$ cat config.mk
export PLATFORM = sky130hd
export DESIGN_NAME = wb_arbiter_flat
export DESIGN_NICKNAME = d
export VERILOG_FILES = /design/src/rtl/wb_arbiter_if.sv /design/src/rtl/wb_arbiter.sv /design/src/flat_wrapper.sv
export SDC_FILE = /design/constraint.sdc
export NUM_CORES = 1
export LEC_CHECK = 0
export BUFFER_PORTS_ARGS = -buffer_cell sky130_fd_sc_hd__buf_2
export CORE_MARGIN = 2
export CORE_UTILIZATION = 57
export DETAILED_ROUTE_END_ITERATION = 10
export GPL_TIMING_DRIVEN = 0
export PLACE_DENSITY_LB_ADDON = 0.3
export SLEW_MARGIN = 20
export SYNTH_ARGS = -nofsm -noshare
export SYNTH_HDL_FRONTEND = slang
export SYNTH_SLANG_ARGS = --single-unit
export TNS_END_PERCENT = 5
$ cat constraint.sdc
create_clock -name clk -period 14.55 [get_ports clk]
set_input_delay 2.91 -clock clk [delete_from_list [all_inputs] [get_ports clk]]
set_output_delay 2.91 -clock clk [all_outputs]
set_load 0.005 [all_outputs]
$ cat src/rtl/wb_arbiter_if.sv
// Writeback arbiter bus bundle.
// Purpose : groups the two producer handshakes (A = ALU, B = load unit), the
//           register-file write port and the hazard/status outputs.
// Signals : a_*/b_*   valid/ready/addr/data per producer
//           wr_*      register file write port (addr/en/data)
//           pending   per-register "write in flight" mask, idle status
// Modports: slave  = arbiter view, master = producer/consumer (bench) view.
interface wb_arbiter_if #(
  parameter int unsigned WIDTH_ADDR = 5,
  parameter int unsigned WIDTH_DATA = 32
);
  localparam int unsigned NUM_REGS = 1 << WIDTH_ADDR;

  logic                  a_valid;
  logic                  a_ready;
  logic [WIDTH_ADDR-1:0] a_addr;
  logic [WIDTH_DATA-1:0] a_data;
  logic                  b_valid;
  logic                  b_ready;
  logic [WIDTH_ADDR-1:0] b_addr;
  logic [WIDTH_DATA-1:0] b_data;
  logic [WIDTH_ADDR-1:0] wr_addr;
  logic                  wr_en;
  logic [WIDTH_DATA-1:0] wr_data;
  logic [NUM_REGS-1:0]   pending;
  logic                  idle;

  modport slave (
    input  a_valid, a_addr, a_data, b_valid, b_addr, b_data,
    output a_ready, b_ready, wr_addr, wr_en, wr_data, pending, idle
  );

  modport master (
    output a_valid, a_addr, a_data, b_valid, b_addr, b_data,
    input  a_ready, b_ready, wr_addr, wr_en, wr_data, pending, idle
  );
endinterface

$ cat src/rtl/wb_arbiter.sv
// Writeback arbiter: merges ALU (A) and load unit (B) results into the single
// register file write port.
// Ports : clk, rst (async, active-high)
//         bus (wb_arbiter_if.slave): per-source valid/ready/addr/data in,
//         wr_addr/wr_en/wr_data out, pending mask and idle out.
// Each source owns a one-entry holding register; contention between the two
// holding registers is resolved round-robin and the winner is registered into
// the write stage. Writes to register 0 are dropped when ZERO_REG_WE=0 but
// still take their arbitration slot so ordering is preserved.
module wb_arbiter #(
  parameter int unsigned WIDTH_ADDR  = 5,
  parameter int unsigned WIDTH_DATA  = 32,
  parameter bit          ZERO_REG_WE = 1'b0
) (
  input  logic         clk,
  input  logic         rst,
  wb_arbiter_if.slave  bus
);
  localparam int unsigned NUM_REGS = 1 << WIDTH_ADDR;

  typedef enum logic {
    SRC_A = 1'b0,
    SRC_B = 1'b1
  } src_e;

  logic                  hold_a_v_q,    hold_a_v_d;
  logic [WIDTH_ADDR-1:0] hold_a_addr_q, hold_a_addr_d;
  logic [WIDTH_DATA-1:0] hold_a_data_q, hold_a_data_d;
  logic                  hold_b_v_q,    hold_b_v_d;
  logic [WIDTH_ADDR-1:0] hold_b_addr_q, hold_b_addr_d;
  logic [WIDTH_DATA-1:0] hold_b_data_q, hold_b_data_d;
  src_e                  last_grant_q,  last_grant_d;
  logic                  wr_en_q,       wr_en_d;
  logic [WIDTH_ADDR-1:0] wr_addr_q,     wr_addr_d;
  logic [WIDTH_DATA-1:0] wr_data_q,     wr_data_d;

  logic                  grant_a;
  logic                  grant_b;
  logic                  a_ready_c;
  logic                  b_ready_c;
  logic                  hs_a;
  logic                  hs_b;
  logic [NUM_REGS-1:0]   pending_c;

  // True when a write to this address actually reaches the register file.
  function automatic logic writable(input logic [WIDTH_ADDR-1:0] addr);
    return ZERO_REG_WE || (addr != '0);
  endfunction

  // Round-robin arbitration over the registered holding state.
  always_comb begin
    grant_a = 1'b0;
    grant_b = 1'b0;
    if (hold_a_v_q && hold_b_v_q) begin
      grant_a = (last_grant_q == SRC_B);
      grant_b = (last_grant_q == SRC_A);
    end else begin
      grant_a = hold_a_v_q;
      grant_b = hold_b_v_q;
    end
  end

  // Ready depends only on registered state (and reset), never on valid.
  always_comb begin
    a_ready_c = !rst && (!hold_a_v_q || grant_a);
    b_ready_c = !rst && (!hold_b_v_q || grant_b);
    hs_a      = bus.a_valid && a_ready_c;
    hs_b      = bus.b_valid && b_ready_c;
  end

  // Next-state for holding registers, rr pointer and write stage.
  always_comb begin
    hold_a_v_d    = hold_a_v_q;
    hold_a_addr_d = hold_a_addr_q;
    hold_a_data_d = hold_a_data_q;
    hold_b_v_d    = hold_b_v_q;
    hold_b_addr_d = hold_b_addr_q;
    hold_b_data_d = hold_b_data_q;
    last_grant_d  = last_grant_q;
    wr_en_d       = 1'b0;
    wr_addr_d     = wr_addr_q;
    wr_data_d     = wr_data_q;

    if (hs_a) begin
      hold_a_v_d    = 1'b1;
      hold_a_addr_d = bus.a_addr;
      hold_a_data_d = bus.a_data;
    end else if (grant_a) begin
      hold_a_v_d = 1'b0;
    end

    if (hs_b) begin
      hold_b_v_d    = 1'b1;
      hold_b_addr_d = bus.b_addr;
      hold_b_data_d = bus.b_data;
    end else if (grant_b) begin
      hold_b_v_d = 1'b0;
    end

    if (grant_a) begin
      last_grant_d = SRC_A;
      wr_addr_d    = hold_a_addr_q;
      wr_data_d    = hold_a_data_q;
      wr_en_d      = writable(hold_a_addr_q);
    end else if (grant_b) begin
      last_grant_d = SRC_B;
      wr_addr_d    = hold_b_addr_q;
      wr_data_d    = hold_b_data_q;
      wr_en_d      = writable(hold_b_addr_q);
    end
  end

  // State registers; reset leaves the pointer on B so A wins first contention.
  always_ff @(posedge clk or posedge rst) begin
    if (rst) begin
      hold_a_v_q    <= 1'b0;
      hold_a_addr_q <= '0;
      hold_a_data_q <= '0;
      hold_b_v_q    <= 1'b0;
      hold_b_addr_q <= '0;
      hold_b_data_q <= '0;
      last_grant_q  <= SRC_B;
      wr_en_q       <= 1'b0;
      wr_addr_q     <= '0;
      wr_data_q     <= '0;
    end else begin
      hold_a_v_q    <= hold_a_v_d;
      hold_a_addr_q <= hold_a_addr_d;
      hold_a_data_q <= hold_a_data_d;
      hold_b_v_q    <= hold_b_v_d;
      hold_b_addr_q <= hold_b_addr_d;
      hold_b_data_q <= hold_b_data_d;
      last_grant_q  <= last_grant_d;
      wr_en_q       <= wr_en_d;
      wr_addr_q     <= wr_addr_d;
      wr_data_q     <= wr_data_d;
    end
  end

  // In-flight mask: both holding entries plus the write stage.
  always_comb begin
    pending_c = '0;
    for (int unsigned i = 0; i < NUM_REGS; i++) begin
      if ((hold_a_v_q && (hold_a_addr_q == WIDTH_ADDR'(i))) ||
          (hold_b_v_q && (hold_b_addr_q == WIDTH_ADDR'(i))) ||
          (wr_en_q    && (wr_addr_q     == WIDTH_ADDR'(i)))) begin
        pending_c[i] = 1'b1;
      end
    end
    // Register 0 is never written, so it never blocks decode.
    if (!ZERO_REG_WE) begin
      pending_c[0] = 1'b0;
    end
  end

  assign bus.a_ready = a_ready_c;
  assign bus.b_ready = b_ready_c;
  assign bus.wr_en   = wr_en_q;
  assign bus.wr_addr = wr_addr_q;
  assign bus.wr_data = wr_data_q;
  assign bus.pending = pending_c;
  assign bus.idle    = !hold_a_v_q && !hold_b_v_q && !wr_en_q;
endmodule

$ cat src/flat_wrapper.sv
// flat-port wrapper written by rule: the top's interface ports become plain ports
module wb_arbiter_flat 
#(
  parameter int unsigned WIDTH_ADDR  = 5,
  parameter int unsigned WIDTH_DATA  = 32,
  parameter bit          ZERO_REG_WE = 1'b0
)
  (clk, rst, bus_a_valid, bus_a_addr, bus_a_data, bus_b_valid, bus_b_addr, bus_b_data, bus_a_ready, bus_b_ready, bus_wr_addr, bus_wr_en, bus_wr_data, bus_pending, bus_idle);
  wb_arbiter_if #(.WIDTH_ADDR(WIDTH_ADDR), .WIDTH_DATA(WIDTH_DATA)) bus_i ();
  input  logic clk;
  input  logic rst;
  input wire logic [$bits(bus_i.a_valid)-1:0] bus_a_valid;
  input wire logic [$bits(bus_i.a_addr)-1:0] bus_a_addr;
  input wire logic [$bits(bus_i.a_data)-1:0] bus_a_data;
  input wire logic [$bits(bus_i.b_valid)-1:0] bus_b_valid;
  input wire logic [$bits(bus_i.b_addr)-1:0] bus_b_addr;
  input wire logic [$bits(bus_i.b_data)-1:0] bus_b_data;
  output wire logic [$bits(bus_i.a_ready)-1:0] bus_a_ready;
  output wire logic [$bits(bus_i.b_ready)-1:0] bus_b_ready;
  output wire logic [$bits(bus_i.wr_addr)-1:0] bus_wr_addr;
  output wire logic [$bits(bus_i.wr_en)-1:0] bus_wr_en;
  output wire logic [$bits(bus_i.wr_data)-1:0] bus_wr_data;
  output wire logic [$bits(bus_i.pending)-1:0] bus_pending;
  output wire logic [$bits(bus_i.idle)-1:0] bus_idle;
  assign bus_i.a_valid = bus_a_valid;
  assign bus_i.a_addr = bus_a_addr;
  assign bus_i.a_data = bus_a_data;
  assign bus_i.b_valid = bus_b_valid;
  assign bus_i.b_addr = bus_b_addr;
  assign bus_i.b_data = bus_b_data;
  assign bus_a_ready = bus_i.a_ready;
  assign bus_b_ready = bus_i.b_ready;
  assign bus_wr_addr = bus_i.wr_addr;
  assign bus_wr_en = bus_i.wr_en;
  assign bus_wr_data = bus_i.wr_data;
  assign bus_pending = bus_i.pending;
  assign bus_idle = bus_i.idle;
  wb_arbiter #(.WIDTH_ADDR(WIDTH_ADDR), .WIDTH_DATA(WIDTH_DATA), .ZERO_REG_WE(ZERO_REG_WE)) u_core (.clk(clk), .rst(rst), .bus(bus_i));
endmodule
==> flow_metrics.tcl <==
set metrics [dict create \
    fmaxAchievable_ghz 0.143 \
    core_box_area_um2 9280 \
    postSynthCellCount 492 \
    post-cts-setup-buffer-count 0 \
    timing_max_transition_violations_final 0 \
    ys_dominant_reg_cell "dfrtp_1" \
    timing.final.crit_period_ns 6.99 \
    clock_sinks 115 \
    worstHoldPathType "flip-flop to flip-flop" \
    worstPathRequired_ns 11.64 \
    remaining_global_route_overflow 0 \
    grt_pass1_vias 4600 \
    cts_inserted_buffers 17 \
    antenna_found_initial 0 \
    reg2reg_setup_slack_ns 12.70 \
    hold_path_endpoint "u_core.bus.wr_data[13]" \
    worst_slew_margin_rel_pct 47.8 \
    worstSkewPairLatency_ns 0.51 \
    startpoint_type "input pin" \
    sequential_cell_area_fraction_in_the_yosys_report_pct 52.6 \
    postLayoutSetupSlackWorst_ns 7.56 \
    tritoncts "yes" \
    synthArstFlopShare_pct 100 \
    run_status "finished clean" \
    antennaDiodeCount 0 \
    die_ht_um 102 \
    cts-resized-gates 0 \
    clkSlewWorstSetupHoldPaths_ns 0.06 \
    critical-path-top-cell-by-count "buf_2" \
    wl_per_cell_um 18.3 \
    filler_cells_inserted 684 \
    route.detailed.drc 0 \
    finalHoldViolCount 0 \
    final-setup-viol-count 0 \
    reg2reg_to "u_core.bus.wr_data[16]" \
    regToRegStartpoint "u_core.hold_a_v_q" \
    grt_max_degree 76 \
    detailedRoute.firstIterationViolations 315 \
    final_nets 739 \
    place.gp.congestion 0.932 \
    fp-row-count 35 \
    post_dp_cell_area_um2 6410 \
    tightestPinTransition_ns 0.773 \
    crit_fanout 75 \
    ys_ff_latch 115 \
    critical_path_start_end_classification "input pin to output pin" \
    buffer_ports.inserted 149 \
    power_density_cells_nw_per_um2 152 \
    synth_cell_types 36 \
    average_cell_area_after_synthesis_um2 11.1 \
    grtUsageTotal_pct 29.5 \
    dr_total_vias 4539 \
    total_wire_length_mm 14.7 \
    design.portCount 151 \
    post_route_cells_drive_above_1_share_pct 41.4 \
    data_arrival_at_the_endpoint_of_the_critical_path_ns 4.08 \
    dpl.cell_count 771 \
    design_area_um2 7030 \
    setup_repair_after_global_routing_missed_its_margin "no" \
    initial_utilization_pct 59.0 \
    maximum_cell_stage_delay_along_the_critical_path_ns 0.38 \
    drt-pass1-iter-count 5 \
    cts-hold-fix-buffers 0 \
    postSynthNetCount 570 \
    vdd_drop_max_v 0.000107 \
    dpl.hpwl_mm 10.2 \
    hold_path_startpoint "u_core.hold_b_data_q[13]" \
    path_cells "buf_2 -> inv_6 -> buf_16 -> and2_1 -> buf_2" \
    finalNonFillerCells 803 \
    synthesized_area_um2 5470 \
    place_ws_ns 7.54 \
    synth.yosys.warnings 0 \
    htree_levels 4 \
    area_growth_syn_to_layout_pct 28.4 \
    fin_util_pct 75.7 \
    cts-root-buf "clkbuf_8" \
    fp.dieW_um 102 \
    power.total_mw 1.07 \
    via_per_inst 5.65 \
    cts_max_path_buffers 2 \
    critical_path_slowest_stage_cell "buf_16" \
    timing.final.crit_share_pct 48.0 \
    min_delay_path_depth 2 \
    leakage_nw 3.46 \
    worst_hold_slack_ns 0.465 \
    worst_r2r_path_depth 5 \
    setup_tns_after_final_layout_ns 0 \
    fp.dieArea_um2 10400 \
    grt_first_pass_wirelength_mm 23.1 \
    number_of_synthesized_flops_with_an_enable_pin 0 \
    fin_skew_ns 0.0118 \
    maxCapViolations 0 \
    setup.worst_path.end_class "output pin" \
    ant_nets 0 \
]
==> kinds of logic after synthesis <==
logic type      after synthesis  share of synthesized area [%]
mux                          75                           15.6
other cells                   1                         0.0685
simple gates                182                           16.6
flops                       115                           52.6
compound gates               75                           11.2
buf+inv                      44                           3.93
==> layer usage <==
layer	GRT usage [%]	vias to the layer above	part of all wire, %
met3	7.18	26	7.4
met5	0	-	0
met4	10.5	0	1.9
met1	37.2	2161	41
met2	49.8	226	50
li1	-	2126	-
==> area by class of cell <==
type	instances	area, um2	area share [%]
Sequential cell	115	2880	41.0
Tap cell	129	161	2.30
Buffer	38	193	2.74
Clock inverter	13	173	2.46
Clock buffer	19	442	6.28
Inverter	6	27.5	0.392
Timing Repair Buffer	150	773	11.0
Multi-Input combinational cell	333	2380	33.9
==> sequential cells by signal, summed over array words and instances (netlist names) <==
register / flops
u_core.hold_b_data_q: 32
u_core.bus.wr_en: 1
u_core.bus.wr_data: 32
u_core.hold_b_addr_q: 5
u_core.hold_a_addr_q: 5
u_core.hold_a_v_q: 1
u_core.hold_a_data_q: 32
u_core.bus.wr_addr: 5
u_core.last_grant_q: 1
u_core.hold_b_v_q: 1
==> how the worst max path moves through the flow <==
stage | startpoint | end | slack, ns
floorplan | rst | bus_a_ready | 5.88
global placement | rst | bus_a_ready | 4.86
detailed placement | rst | bus_a_ready | 7.54
CTS | rst | bus_a_ready | 7.53
global route | rst | bus_a_ready | 7.43
finish | rst | bus_a_ready | 7.56
==> layout by cell type, fill, tap and decap left out, types with 2 or more instances in the layout <==
master      synthesis  final
and4b_1             9      9
and2_1              4      4
nand2_1           133    133
mux2_2             71     71
nor3_1              2      2
a32oi_1            44     44
clkbuf_8            0      3
nor2b_1             8      8
and4bb_2            3      3
nor4bb_1            6      6
bufinv_16           0      3
buf_2               7    156
nand3_4             2      2
clkbuf_1           21     21
inv_6               0      5
clkinv_4            0      2
clkinvlp_4          0      4
buf_6               3      3
and4_1              3      3
o21ai_0             3      3
nor4b_1             2      2
mux2_4              2      2
a22oi_1            22     22
nand3b_1            2      2
dfrtp_1           114    114
buf_4               5      5
buf_1               2      2
mux2_1              2      2
clkbuf_16           0     16
inv_1               6      5
nor2_1              5      5
==> cells in the mapped netlist, drive strengths merged (4+ instances only) <==
cell	instances	area [um2]
inv	6	22.5
nor2	5	18.8
clkbuf	21	78.8
a22oi	22	165
a32oi	44	385
dfrtp	114	2850
buf	17	114
nand2	133	499
and4b	9	90.1
nor4bb	6	60.1
mux2	75	852
and2	4	25.0
nor2b	8	50.1
==> where the power goes <==
part | internal [mW] | switching (mW)
logic | 0.0985 | 0.115
registers | 0.383 | 0.0458
clock network | 0.272 | 0.155
==> worst max-delay path: cells and delay by family <==
family / cells / cell delay [ns]
and+or+nand+nor: 1 / 0.19
buffers and inverters: 4 / 0.95
Note: power is estimated with default switching activity, not from simulation.
